## config.mk

```make
export PLATFORM = sky130hd
export DESIGN_NAME = uart_tx_arbiter
export DESIGN_NICKNAME = d
export VERILOG_FILES = /design/src/rtl/uart_tx_arbiter.sv
export SDC_FILE = /design/constraint.sdc
export NUM_CORES = 1
export LEC_CHECK = 0
export CAP_MARGIN = 20
export CORE_MARGIN = 5
export CORE_UTILIZATION = 44
export CTS_CLUSTER_SIZE = 10
export DETAILED_ROUTE_END_ITERATION = 16
export PLACE_DENSITY = 0.8
export RECOVER_POWER = 25
export REMOVE_ABC_BUFFERS = 1
export SETUP_SLACK_MARGIN = 0.3
export SLEW_MARGIN = 30
export SYNTH_ARGS = -nofsm -noshare
export SYNTH_HDL_FRONTEND = slang
export SYNTH_SLANG_ARGS = --single-unit
```

## constraint.sdc

```tcl
create_clock -name clk -period 2.5 [get_ports clk]
set_input_delay 0.5 -clock clk [delete_from_list [all_inputs] [get_ports clk]]
set_output_delay 0.5 -clock clk [all_outputs]
set_load 0.1 [all_outputs]
```

## src/rtl/uart_tx_arbiter.sv

```systemverilog
// rtl/uart_tx_arbiter.sv - round-robin message arbiter sharing one uart_tx among NUM_REQ channels
module uart_tx_arbiter #(
    parameter int NUM_REQ      = 4,
    parameter int MAX_BURST    = 16,
    parameter int IDLE_TIMEOUT = 64
) (
    input  logic                   clk,
    input  logic                   rst_n,
    input  logic [NUM_REQ-1:0]     req_valid_i,
    input  logic [NUM_REQ*8-1:0]   req_data_i,
    input  logic [NUM_REQ-1:0]     req_last_i,
    output logic [NUM_REQ-1:0]     req_ready_o,
    output logic                   tx_valid_o,
    output logic [7:0]             tx_data_o,
    input  logic                   tx_ready_i,
    output logic [NUM_REQ-1:0]     grant_o,
    output logic                   busy_o
);

    localparam int PW = $clog2(NUM_REQ);
    localparam int CW = (MAX_BURST > 0) ? $clog2(MAX_BURST + 1) : 1;
    localparam int TW = (IDLE_TIMEOUT > 0) ? $clog2(IDLE_TIMEOUT + 1) : 1;

    typedef enum logic {S_IDLE, S_GRANT} state_t;

    state_t              r_state, w_state_next;
    logic [PW-1:0]       r_ptr, w_ptr_next;
    logic [PW-1:0]       r_gidx, w_gidx_next;
    logic [NUM_REQ-1:0]  r_grant, w_grant_next;
    logic [CW-1:0]       r_cnt, w_cnt_next;
    logic [TW-1:0]       r_timer, w_timer_next;
    logic [PW-1:0]       w_pick;
    logic [PW-1:0]       w_ptr_after;
    logic                w_found;
    logic                w_gvalid;
    logic                w_xfer;
    int                  w_idx;

    assign w_gvalid    = req_valid_i[r_gidx];
    assign w_xfer      = (r_state == S_GRANT) && w_gvalid && tx_ready_i;
    assign w_ptr_after = (r_gidx == PW'(NUM_REQ - 1)) ? '0 : r_gidx + 1'b1;
    assign grant_o     = r_grant;
    assign busy_o      = (r_state == S_GRANT);

    // Round-robin pick: first valid requester at or after the pointer, wrapping.
    always_comb begin
        w_found = 1'b0;
        w_pick  = r_ptr;
        w_idx   = 0;
        for (int k = 0; k < NUM_REQ; k++) begin
            w_idx = int'(r_ptr) + k;
            if (w_idx >= NUM_REQ) begin
                w_idx = w_idx - NUM_REQ;
            end
            if (!w_found && req_valid_i[w_idx]) begin
                w_found = 1'b1;
                w_pick  = PW'(w_idx);
            end
        end
    end

    // Next-state: grant on any request, release on last byte, burst limit or idle timeout.
    always_comb begin
        w_state_next = r_state;
        w_ptr_next   = r_ptr;
        w_gidx_next  = r_gidx;
        w_grant_next = r_grant;
        w_cnt_next   = r_cnt;
        w_timer_next = r_timer;
        case (r_state)
            S_IDLE: begin
                if (w_found) begin
                    w_state_next = S_GRANT;
                    w_gidx_next  = w_pick;
                    w_grant_next = NUM_REQ'(1) << w_pick;
                    w_cnt_next   = '0;
                    w_timer_next = '0;
                end
            end
            S_GRANT: begin
                if (w_xfer) begin
                    w_cnt_next   = r_cnt + 1'b1;
                    w_timer_next = '0;
                    if (req_last_i[r_gidx] ||
                        (MAX_BURST != 0 && w_cnt_next == CW'(MAX_BURST))) begin
                        w_state_next = S_IDLE;
                        w_grant_next = '0;
                        w_ptr_next   = w_ptr_after;
                        w_cnt_next   = '0;
                    end
                end else if (!w_gvalid) begin
                    // A stalled uart_tx (valid high, ready low) holds the timer.
                    w_timer_next = r_timer + 1'b1;
                    if (IDLE_TIMEOUT != 0 && w_timer_next == TW'(IDLE_TIMEOUT)) begin
                        w_state_next = S_IDLE;
                        w_grant_next = '0;
                        w_ptr_next   = w_ptr_after;
                        w_cnt_next   = '0;
                        w_timer_next = '0;
                    end
                end
            end
            default: w_state_next = S_IDLE;
        endcase
    end

    // State and arbitration registers with synchronous active-low reset.
    always_ff @(posedge clk) begin
        if (!rst_n) begin
            r_state <= S_IDLE;
            r_ptr   <= '0;
            r_gidx  <= '0;
            r_grant <= '0;
            r_cnt   <= '0;
            r_timer <= '0;
        end else begin
            r_state <= w_state_next;
            r_ptr   <= w_ptr_next;
            r_gidx  <= w_gidx_next;
            r_grant <= w_grant_next;
            r_cnt   <= w_cnt_next;
            r_timer <= w_timer_next;
        end
    end

    // Combinational pass-through of the granted channel; everything quiet when idle.
    always_comb begin
        tx_valid_o  = 1'b0;
        tx_data_o   = 8'h00;
        req_ready_o = '0;
        if (r_state == S_GRANT) begin
            tx_valid_o          = w_gvalid;
            tx_data_o           = req_data_i[8*r_gidx +: 8];
            req_ready_o[r_gidx] = tx_ready_i;
        end
    end

endmodule

```

# Yosys cells after proc, flatten, opt, wreduce, memory -nomap -nowiden
# Cells that the tools add are included.
# Widths: inputs -> output; s select.
op_classes:
  n_addsub: 10
  n_lt_le_gt_ge: 10
  eq_ne: 9
  n_shift: 2
  muxes: 61
  bitwise_logic: 2
  reduce_logical: 16
ops:
  columns: ["operator", "n"]
  rows:
  - ["$lt 32x4->1 const B", 4]
  - ["$mux 32", 4]
  - ["$shiftx 32x6->8", 1]
  - ["$mux 7", 4]
  - ["$mux 5", 5]
  - ["$mux 4", 6]
  - ["$mux 1", 21]
  - ["$mux 2", 9]
  - ["$pmux 7 s2", 1]
  - ["$bmux 1 s2", 6]
  - ["$sub 3x3->4 const B", 3]
  - ["$pmux 5 s2", 1]
  - ["$ge 3x3->1 const B", 3]
  - ["$mux 8", 1]
  - ["$pmux 4 s2", 1]
  - ["$reduce_and 4->1", 2]
  - ["$add 7x1->7 const B", 1]
  - ["$eq 7x7->1 const B", 1]
  - ["$add 2x2->3 const B", 2]
  - ["$logic_and 1x1->1", 6]
  - ["$ne 3x2->1 const B", 2]
  - ["$add 5x1->5 const B", 1]
  - ["$eq 5x5->1 const B", 1]
  - ["$and 4x4->4", 1]
  - ["19 further kinds", 23]
totals:
  reg_bits: 21
  in_bits: 43

# Depth between registers and ports, before layout
# Gate-level depths: netlist of run 1.
logic_depth:
  depth_word: 18
  depth_mapped: 8

# Worst setup path after synthesis of run 1
# Ideal clock, no wire load.
synth_path:
  kind: "flip-flop to output port"
  startpoint: "reg r_state, in the netlist busy_o"
  endpoint: "out req_ready_o[0]"
  t_arrival_ns: 2.360
  required_time_ns: 2.000
  slack_ns: -0.360
  path_stages_with_launch: 4
  path_buffers: 2
  path_cell_list: "dfxtp_1 clkbuf_1 clkbuf_1 and3_1"
synth_between:
  elab_chain_cells: 1
synth_rtl:
  columns: ["item", "line_no", "source"]
  rows:
  - ["start, declared", "26", "state_t r_state, w_state_next;"]
  - ["start signal, assigned", "117", "r_state <= w_state_next;"]
  - ["$mux 4", "131", "if (r_state == S_GRANT) begin"]
  - ["end, declared", "12", "output logic [NUM_REQ-1:0] req_ready_o,"]
# No other way between the ends.

# Final worst setup path of run 1
layout_path:
  startpoint: "reg r_gidx[0]"
  endpoint: "out tx_data_o[2]"
layout_between:
  elab_chain_cells: 2
layout_rtl:
  columns: ["item", "line_no", "source"]
  rows:
  - ["start, declared", "28", "logic [PW-1:0] r_gidx, w_gidx_next;"]
  - ["start signal, assigned", "119", "r_gidx <= w_gidx_next;"]
  - ["$shiftx 32x6->8", "133", "tx_data_o = req_data_i[8*r_gidx +: 8];"]
  - ["$mux 8", "131", null]
  - ["end, declared", "14", "output logic [7:0] tx_data_o,"]
# No other way between the ends.

==> impl_metrics.yaml, run 1 <==
power_and_ir_drop:
  finalPower_mw: 0.9639
  power_leakage_nw: 1.012
  peakVddDrop_uv: 326.4
  power_density_mw_per_mm2: 383.1
grt:
  grt_overflow: 0
  gr-usage-met3_pct: 3.587
  grt_max_degree: 26
  antenna_found_initial: 0
  use_met1_pct: 25.15
  grt_pass1_vias: 1649
  grt.busiest_layer: "met2"
  grt_pass1_wl_um: 7803
  groute.usage.overall_pct: 19.18
  grt_use_met2_pct: 33.37
timing:
  finalMaxSlewViolations: 0
  fin_crit_ps: 2232
  finalHoldViolations: 0
  fin_hold_ws_ps: 463.3
  worst_pin_slew_ps: 1180
  finalWorstSetupSlack_ps: 268.0
  setup_viol: 0
  rsz0062_at_grt: "yes"
  fin_skew_ps: 6.469
  timing.fmax_mhz: 448.0
  slew_headroom_pct: 21.70
  post-route-period-util_pct: 89.28
cells_and_area:
  antenna_cells: 0
  syn_to_final_growth_pct: 58.60
  nNetsFinal: 310
  fillers: 268
  drive_above_1_share_pct: 26.92
clocking:
  cts_root_buffer: "clkbuf_4"
  clk_pin_slew_ps: 130
  cts_made_buffers: 3
  ctsLongestPathBuffers: 2
  cts_tree: "yes"
  clk_latency_ps: 310
  htree_levels: 1
  numClockSinks: 21
worst_setup_path:
  arrival_ps: 1730
  crit_top_cell: "buf_12"
  crit_slowest_cell: "mux4_2"
  path_cells: "buf_12, mux4_2, and2_4, buf_12"
  critPathKind: "reg -> out"
  cpPeakStageDelay_ps: 510
  end_kind: "output port"
  crit_fanout: 8
  start_kind: "flop"
  cp.required_ps: 2000
routing:
  wl_per_cell_um: 15.98
  firstDrtPassIters: 4
  drt_iter0_markers: 84
  antenna_left: 0
  drt-total-wl_um: 4891
  vias: 1709
  drc_errors: 0
  vias_per_cell: 5.585
yosys:
  synth_area_leaders: "dfxtp_1, mux4_2, nand2_1"
  yosysTopAreaCell: "dfxtp_1"
  synth_top_cell_area_share_pct: 26.50
  postSynthCellCount: 187
  synth-seq-area-share_pct: 26.50
  synth-edff-count: 0
  yosysMostFrequentCell: "nand2_1"
  ys.flop_type: "dfxtp_1"
  yosysWarnings: 0
  synth_area_sq_mm: 0.001587
  async_flop_share_pct: 0
  synth_area_per_cell_sq_um: 8.484
  synthTopCellsByCount: "nand2_1, dfxtp_1, o21ai_0"
  ys_types: 47
  ys_ff_latch: 21
floorplan:
  start_util_pct: 46.45
  core_area_sq_mm: 0.003416
  row_count: 21
  num_io_pins: 61
  die_area_sq_mm: 0.004906
  die_w_um: 70.05
  die_y_um: 70.05
run_status:
  status: "finished clean"
place:
  place.gp.congestion: 0.8456
  place_hpwl_um: 3731
  place_ws_ps: 45.43
  port_buffers: 60
min_path:
  hp-class: "reg -> reg"
flow_run:
  maxCapViolations: 0
[worst paths after layout]
kind / start / endpoint / slack [ps] / cells past startpoint
setup / recovery: r_gidx[0]$_SDFFE_PN0P_ / tx_data_o[2] / 270 / 4
hold reg to reg: grant_o[1]$_SDFFE_PN0P_ / grant_o[1]$_SDFFE_PN0P_ / 460 / 2
setup reg to reg: r_gidx[0]$_SDFFE_PN0P_ / r_ptr[1]$_SDFFE_PN0P_ / 380 / 7
hold / removal: grant_o[1]$_SDFFE_PN0P_ / grant_o[1]$_SDFFE_PN0P_ / 460 / 2
[per-stage QoR]
step | setup TNS [ps] | util [%] | cells | instance area (sq um)
after detailed placement | 0 | 70.88 | 298 | 2421
after CTS | 0 | 73.08 | 306 | 2496
final | 0 | 73.66 | 306 | 2516
after floorplan | -1770 | - | 179 | 1548
after global placement | 0 | 70.88 | 298 | 2421
after global routing | 0 | 73.66 | 306 | 2516
[routing by layer]
layer	share of wire (%)	wire, um	up-vias
met3	5.3	261	6
met2	54	2624	64
met4	1.1	56	0
met1	40	1949	813
met5	0	0	-
li1	-	-	826
[final cells by class]
class | count | area (sq um) | area share, %
Timing Repair Buffer | 77 | 833.3 | 33.12
Clock buffer | 3 | 22.52 | 0.8951
Tap cell | 46 | 57.56 | 2.287
Inverter | 7 | 26.28 | 1.044
Clock inverter | 1 | 5.005 | 0.1989
Multi-Input combinational cell | 151 | 1147 | 45.60
Sequential cell | 21 | 424.2 | 16.86
[placed cells by master (no fill, tap or decap), drive strengths merged, types with 4 or more instances in the layout]
master / synthesis / layout
buf: 3 / 29
nand2: 25 / 25
dfxtp: 21 / 21
clkdlybuf4s50: 0 / 18
dlygate4sd2: 0 / 18
o21ai: 14 / 14
and2: 13 / 13
nor2: 11 / 11
mux4: 10 / 10
nor2b: 9 / 9
clkbuf: 5 / 9
nand3: 7 / 7
inv: 7 / 7
nand2b: 6 / 6
dlymetal6s2s: 0 / 6
ha: 6 / 6
mux2i: 5 / 5
a21boi: 5 / 5
a21oi: 5 / 5
and3: 4 / 4
nand4: 4 / 4
a31oi: 4 / 4
[kinds of logic after synthesis]
kind of cell	synth area share, %
AOI/OAI and AO/OA	16.56
and+or+nand+nor	30.52
DFF	26.50
muxes	17.59
adders and majority gates	4.732
buffers and inverters	4.101
[power by group]
group	total (mW)	switching (mW)	internal, mW
Combinational	0.437	0.242	0.195
Clock	0.169	0.110	0.0597
Sequential	0.358	0.0136	0.344
[repair_timing]
item	4_1_cts	5_1_grt
setup buffers	4	0
hold endpoints to repair	0	0
resized for setup	34	17
gates cloned	0	0
setup endpoints to repair	10	22
pin swaps	1	0
hold buffers	0	0
[sequential cells by signal, summed over array words and instances, names as in the netlist]
signal,flops
busy_o,1
grant_o,4
r_cnt,5
r_gidx,2
r_ptr,2
r_timer,7
[critical path, delay by kind of cell (launching register included)]
family                 cells  cell delay [ps]
buffers and inverters      2              320
AND/OR/NAND/NOR            1              180
flip-flops                 1              410
multiplexers               1              510
Power figures use the tool's default switching activity.
==> run 2, diff against run 1 <==
--- a/config.mk
+++ b/config.mk
@@ -7,10 +7,11 @@
 export LEC_CHECK = 0
 export CAP_MARGIN = 20
 export CORE_MARGIN = 5
-export CORE_UTILIZATION = 44
+export CORE_UTILIZATION = 47
 export CTS_CLUSTER_SIZE = 10
 export DETAILED_ROUTE_END_ITERATION = 16
-export PLACE_DENSITY = 0.8
+export HOLD_SLACK_MARGIN = 0.15
+export PLACE_DENSITY = 0.85
 export RECOVER_POWER = 25
 export REMOVE_ABC_BUFFERS = 1
 export SETUP_SLACK_MARGIN = 0.3
==> constraint.sdc (replaced) <==
create_clock -name clk -period 2.9 [get_ports clk]
set_input_delay 0.58 -clock clk [delete_from_list [all_inputs] [get_ports clk]]
set_output_delay 0.58 -clock clk [all_outputs]
set_load 0.1 [all_outputs]
==> run 2 against run 1 <==
Non-clock buffer count decreased by 12. First-iteration DRC count increased by 24%. Critical path type is now in -> out. Register-to-register slack improved by 190 ps. Setup slack improved by 230 ps. Largest cell class unchanged. Largest power group unchanged. Clock skew increased by 3.7 ps. Critical endpoint is now tx_data_o[7].
==> impl_metrics.yaml, run 2 (synthesis results as in run 1) <==
power_and_ir_drop:
  power_density_mw_per_mm2: 337.4
  peakVddDrop_uv: 202.1
  power_leakage_nw: 0.9029
timing:
  fin_tns_setup_ps: 0
  setup_viol: 0
  fin_crit_ps: 2403
  rsz0062_at_grt: "no"
  finalWorstSetupSlack_ps: 496.7
  timing.fmax_mhz: 416.1
  post-route-period-util_pct: 82.87
  fin_skew_ps: 10.18
  finalHoldViolations: 0
  finalMaxSlewViolations: 0
  worst_pin_slew_ps: 1161
  slew_headroom_pct: 22.90
run_status:
  status: "finished clean"
cells_and_area:
  antenna_cells: 0
  top_register: "r_timer"
  fillers: 273
  layout_common_cells: "clkdlybuf4s50_1, nand2_1, dfxtp_1"
  mostFrequentLayoutCell: "clkdlybuf4s50_1"
  largest_register_ffs: 7
  syn_to_final_growth_pct: 50.39
  drive_above_1_share_pct: 15.32
  nNetsFinal: 298
min_path:
  hp-class: "reg -> reg"
grt:
  grt_overflow: 0
  grt_pass1_wl_um: 7093
  grt_pass1_vias: 1538
  grt_max_degree: 28
  antenna_found_initial: 0
  groute.usage.overall_pct: 20.01
floorplan:
  die_y_um: 68.10
  start_util_pct: 47.92
  num_io_pins: 61
  row_count: 21
  core_area_sq_mm: 0.003311
  die_w_um: 68.10
  die_area_sq_mm: 0.004638
clocking:
  numClockSinks: 21
  clk_pin_slew_ps: 130
  clk_latency_ps: 320
  htree_levels: 1
  cts_tree: "yes"
  cts_root_buffer: "clkbuf_4"
  ctsLongestPathBuffers: 2
  cts_made_buffers: 3
place:
  port_buffers: 60
  place_ws_ps: 222.4
  place.gp.congestion: 0.8416
  place_hpwl_um: 3251
routing:
  vias_per_cell: 5.391
  wl_per_cell_um: 14.23
  drc_errors: 0
  vias: 1585
  antenna_left: 0
  drt-total-wl_um: 4183
  drt_iter0_markers: 104
  firstDrtPassIters: 4
worst_setup_path:
  end_kind: "output port"
  start_kind: "input port"
  arrival_ps: 1820
  crit_fanout: 1
  critPathKind: "in -> out"
  cp.required_ps: 2320
flow_run:
  maxCapViolations: 0
run 2: cell count changes in the layout (fill, tap and decap cells not counted), sizes merged:
cell / previous run / this run
clkdlybuf4s50: 18 / 38
dlygate4sd2: 18 / 0
buf: 29 / 19
clkbuf: 9 / 7
dlymetal6s2s: 6 / 4
clkinv: 1 / 0
clkinvlp: 0 / 1
run 2: repair_timing:
| item | CTS | global route |
|---|---|---|
| hold buffers | 0 | 0 |
| buffers inserted | 1 | 0 |
| resized for setup | 0 | 5 |
| setup endpoints to repair | 1 | 1 |
| gates cloned | 0 | 0 |
run 2: worst paths after layout:
kind                      startpoint                 endpoint  slack, ps  cells after the start
min          grant_o[3]$_SDFFE_PN0P_  grant_o[3]$_SDFFE_PN0P_        470                      2
max                   req_data_i[15]             tx_data_o[7]        500                      4
max reg2reg   r_gidx[0]$_SDFFE_PN0P_  grant_o[2]$_SDFFE_PN0P_        570                      7
min reg2reg  grant_o[3]$_SDFFE_PN0P_  grant_o[3]$_SDFFE_PN0P_        470                      2
run 2: power breakdown:
part / internal [mW] / leakage (nW) / switching (mW) / total, mW
Clock: 0.0527 / 0.0139 / 0.0972 / 0.150
Sequential: 0.296 / 0.171 / 0.0148 / 0.311
Combinational: 0.153 / 0.718 / 0.191 / 0.344
run 2: critical path, cell delays in order:
cell             delay [ps]
clkdlybuf4s50_1         390
mux4_1                  480
and2_1                  200
buf_12                  170
run 2: routing by layer:
metal / track usage (%) / wire (um)
met4: 3.722 / 32
met2: 35.02 / 2176
met3: 6.240 / 183
met1: 24.14 / 1790
met5: 0 / 0
run 2: cell type report:
type | instances | area, sq um | area share [%]
Timing Repair Buffer | 65 | 750.7 | 31.46
Sequential cell | 21 | 421.7 | 17.67
Clock inverter | 1 | 7.507 | 0.3146
Clock buffer | 3 | 22.52 | 0.9439
Multi-Input combinational cell | 151 | 1100 | 46.09
Tap cell | 46 | 57.56 | 2.412
Inverter | 7 | 26.28 | 1.101
run 2: metrics by stage:
step	total power [mW]	area, sq um	std cells	utilization (%)	hold WS, ps
after floorplan	0.5136	1548	179	-	462.9
after global placement	0.6592	2354	289	71.09	445.2
after detailed placement	0.6634	2354	289	71.09	452.1
after CTS	0.8149	2391	294	72.22	471.7
after global routing	0.8459	2386	294	72.07	494.7
final	0.8050	2386	294	72.07	466.3
==> RTL edit (config.mk and constraints of run 1) <==
Set the parameter `NUM_REQ` to 8 (it was 4).
--- a/src/rtl/uart_tx_arbiter.sv
+++ b/src/rtl/uart_tx_arbiter.sv
@@ -1,5 +1,5 @@
 // rtl/uart_tx_arbiter.sv - round-robin message arbiter sharing one uart_tx among NUM_REQ channels
 module uart_tx_arbiter #(
-    parameter int NUM_REQ      = 4,
+    parameter int NUM_REQ      = 8,
     parameter int MAX_BURST    = 16,
     parameter int IDLE_TIMEOUT = 64
Interface: changed (5 resized); port bits go from 61 to 109. The function was not compared with the original's and may differ.
==> RTL edit against run 1 <==
- the flow now finishes with violations (negative setup slack)
- sequential power grew 40%
- wire length rose to 2.7 times the old value
- synthesized area up 92%
- sequential cell count grew 6
- clock power rose by 54%
- power grew to 3.0 times the old value
- final cell count up 100%
- final area increased by 120%
- sequential share of layout area decreased by 6.8 points
- count of clock-buffer cells in the layout stayed put
- setup slack got worse by 0.73 ns
- critical path type is now flop to flop
- critical endpoint is now r_gidx[1]
- largest power group unchanged
- highest routed layer unchanged
==> RTL edit: results (changes against run 1) <==
status = finished with violations
failing checks = negative setup slack
vias per cell = 6.30 (+13%)
met2 Use GR = 48.8% (+15 points)
maximum VDD drop = 0.330 mV (+0.97%)
largest net degree at the start of global routing = 19 (-27%)
Clock Tree Root = clkbuf_8
final worst slack = -0.462 ns (-0.730 ns)
worst-case clock skew = 0.00497 ns (-0.00150 ns)
length of the first detailed-routing pass in iterations = 7 (+3)
worst skew pair latency = 0.28 ns (-0.03 ns)
hold slack = 0.462 ns (-0.00122 ns)
# setup viols final = 25 (+25)
WL met1 = 4990 um (+160%)
Routed WL = 13,400 um (+170%)
Final Wtd Congestion = 0.944 (+12%)
Setup WS pre-CTS = -0.816 ns (-0.861 ns)
CTS clk-pin slew, worst paths = 0.10 ns (-0.03 ns)
Slew Limit Headroom = 22.0% (+0.31 points)
First DRT Iteration DRCs = 441 (+430%)
met1 usage = 29.0% (+3.8 points)
Top FF cell, synth = dfxtp_1
Unique masters post-synth = 71 (+51%)
setup TNS = -9.14 ns (-9.14 ns)
met3 global-route usage = 4.26% (+0.68 points)
r2r setup slk = -0.46 ns (-0.84 ns)
Post-synth top cells = 45 x nor2_1, 38 x mux2i_1, 27 x dfxtp_1, 23 x a21oi_1, 19 x nand2_1
Final #Nets = 622 (+100%)
layout cells sized above 1 = 42.3% (+15 points)
Global Route Usage Sum = 25.3% (+6.2 points)
Resized cells post-CTS = 122 (+260%)
crit-path max FO = 7 (-1)
routed wl met2 = 6800 um (+160%)
global-route wire length before repair = 18,100 um (+130%)
# fillers = 341 (+27%)
crit path DAT = 3.13 ns (+1.40 ns)
area of the multi-input gates = 2690 um^2 (+130%)
post-place instance area = 4650 um^2 (+92%)
placed insts = 577 (+94%)
postcts setup bufs = 18 (+14)
max reg flops = 8 (+1)
IO buf count = 108 (+80%)
ranking of synthesized cells by area = dfxtp_1 18%, mux2i_1 13%, mux4_1 6.9%, nor2_1 5.6%, mux4_2 4.4%
post-synthesis sequential area ratio = 17.8% (-8.7 points)
-- RTL edit: cell types whose count changed in the layout (fill, tap and decap cells not counted), sizes merged, moves of 8 or more --
cell | run 1 | this run
a21oi | 5 | 23
and2 | 13 | 4
buf | 29 | 108
clkdlybuf4s50 | 18 | 67
dlygate4sd2 | 18 | 7
inv | 7 | 16
mux2i | 5 | 40
nor2 | 11 | 45
o22ai | 2 | 14
o32ai | 0 | 8
xor2 | 0 | 8
-- RTL edit: worst max-delay path: stages, from the launching register on --
cell and delay (ns):
dfxtp_2 0.35, inv_2 0.06, ha_4 0.33, buf_4 0.13, mux4_2 0.55, mux2i_4 0.19, nand4_1 0.11, or4b_4 0.60
and2_4 0.26, o21ai_1 0.17, a21oi_1 0.08
-- RTL edit: where the power goes --
group / total [mW] / switching, mW / internal [mW]
Clock: 0.261 / 0.149 / 0.112
Sequential: 0.502 / 0.0397 / 0.462
Combinational: 2.09 / 1.12 / 0.972
-- RTL edit: cell families after synthesis --
group	share of synthesized area (%)
AO/OA/AOI/OAI	22.3
XOR/XNOR	2.59
AND/OR/NAND/NOR	20.2
buffers and inverters	7.69
flip-flops	17.8
multiplexers	26.9
adder cells (fa/ha/maj)	2.47
-- RTL edit: worst paths after layout --
path | startpoint | cells after the start | to
hold / removal | grant_o[0] | 2 | grant_o[0]
hold reg to reg | grant_o[0] | 2 | grant_o[0]
setup reg to reg | r_ptr[0] | 10 | r_gidx[1]
setup / recovery | r_ptr[0] | 10 | r_gidx[1]
-- RTL edit: area by class of cell --
cell class	instances	share of cell area (%)
multi-input combinational	288	48.9
sequential	27	10.1
inverter	17	1.16
tap	80	1.82
timing repair buffer	196	37.2
clock inverter	1	0.0910
clock buffer	3	0.750
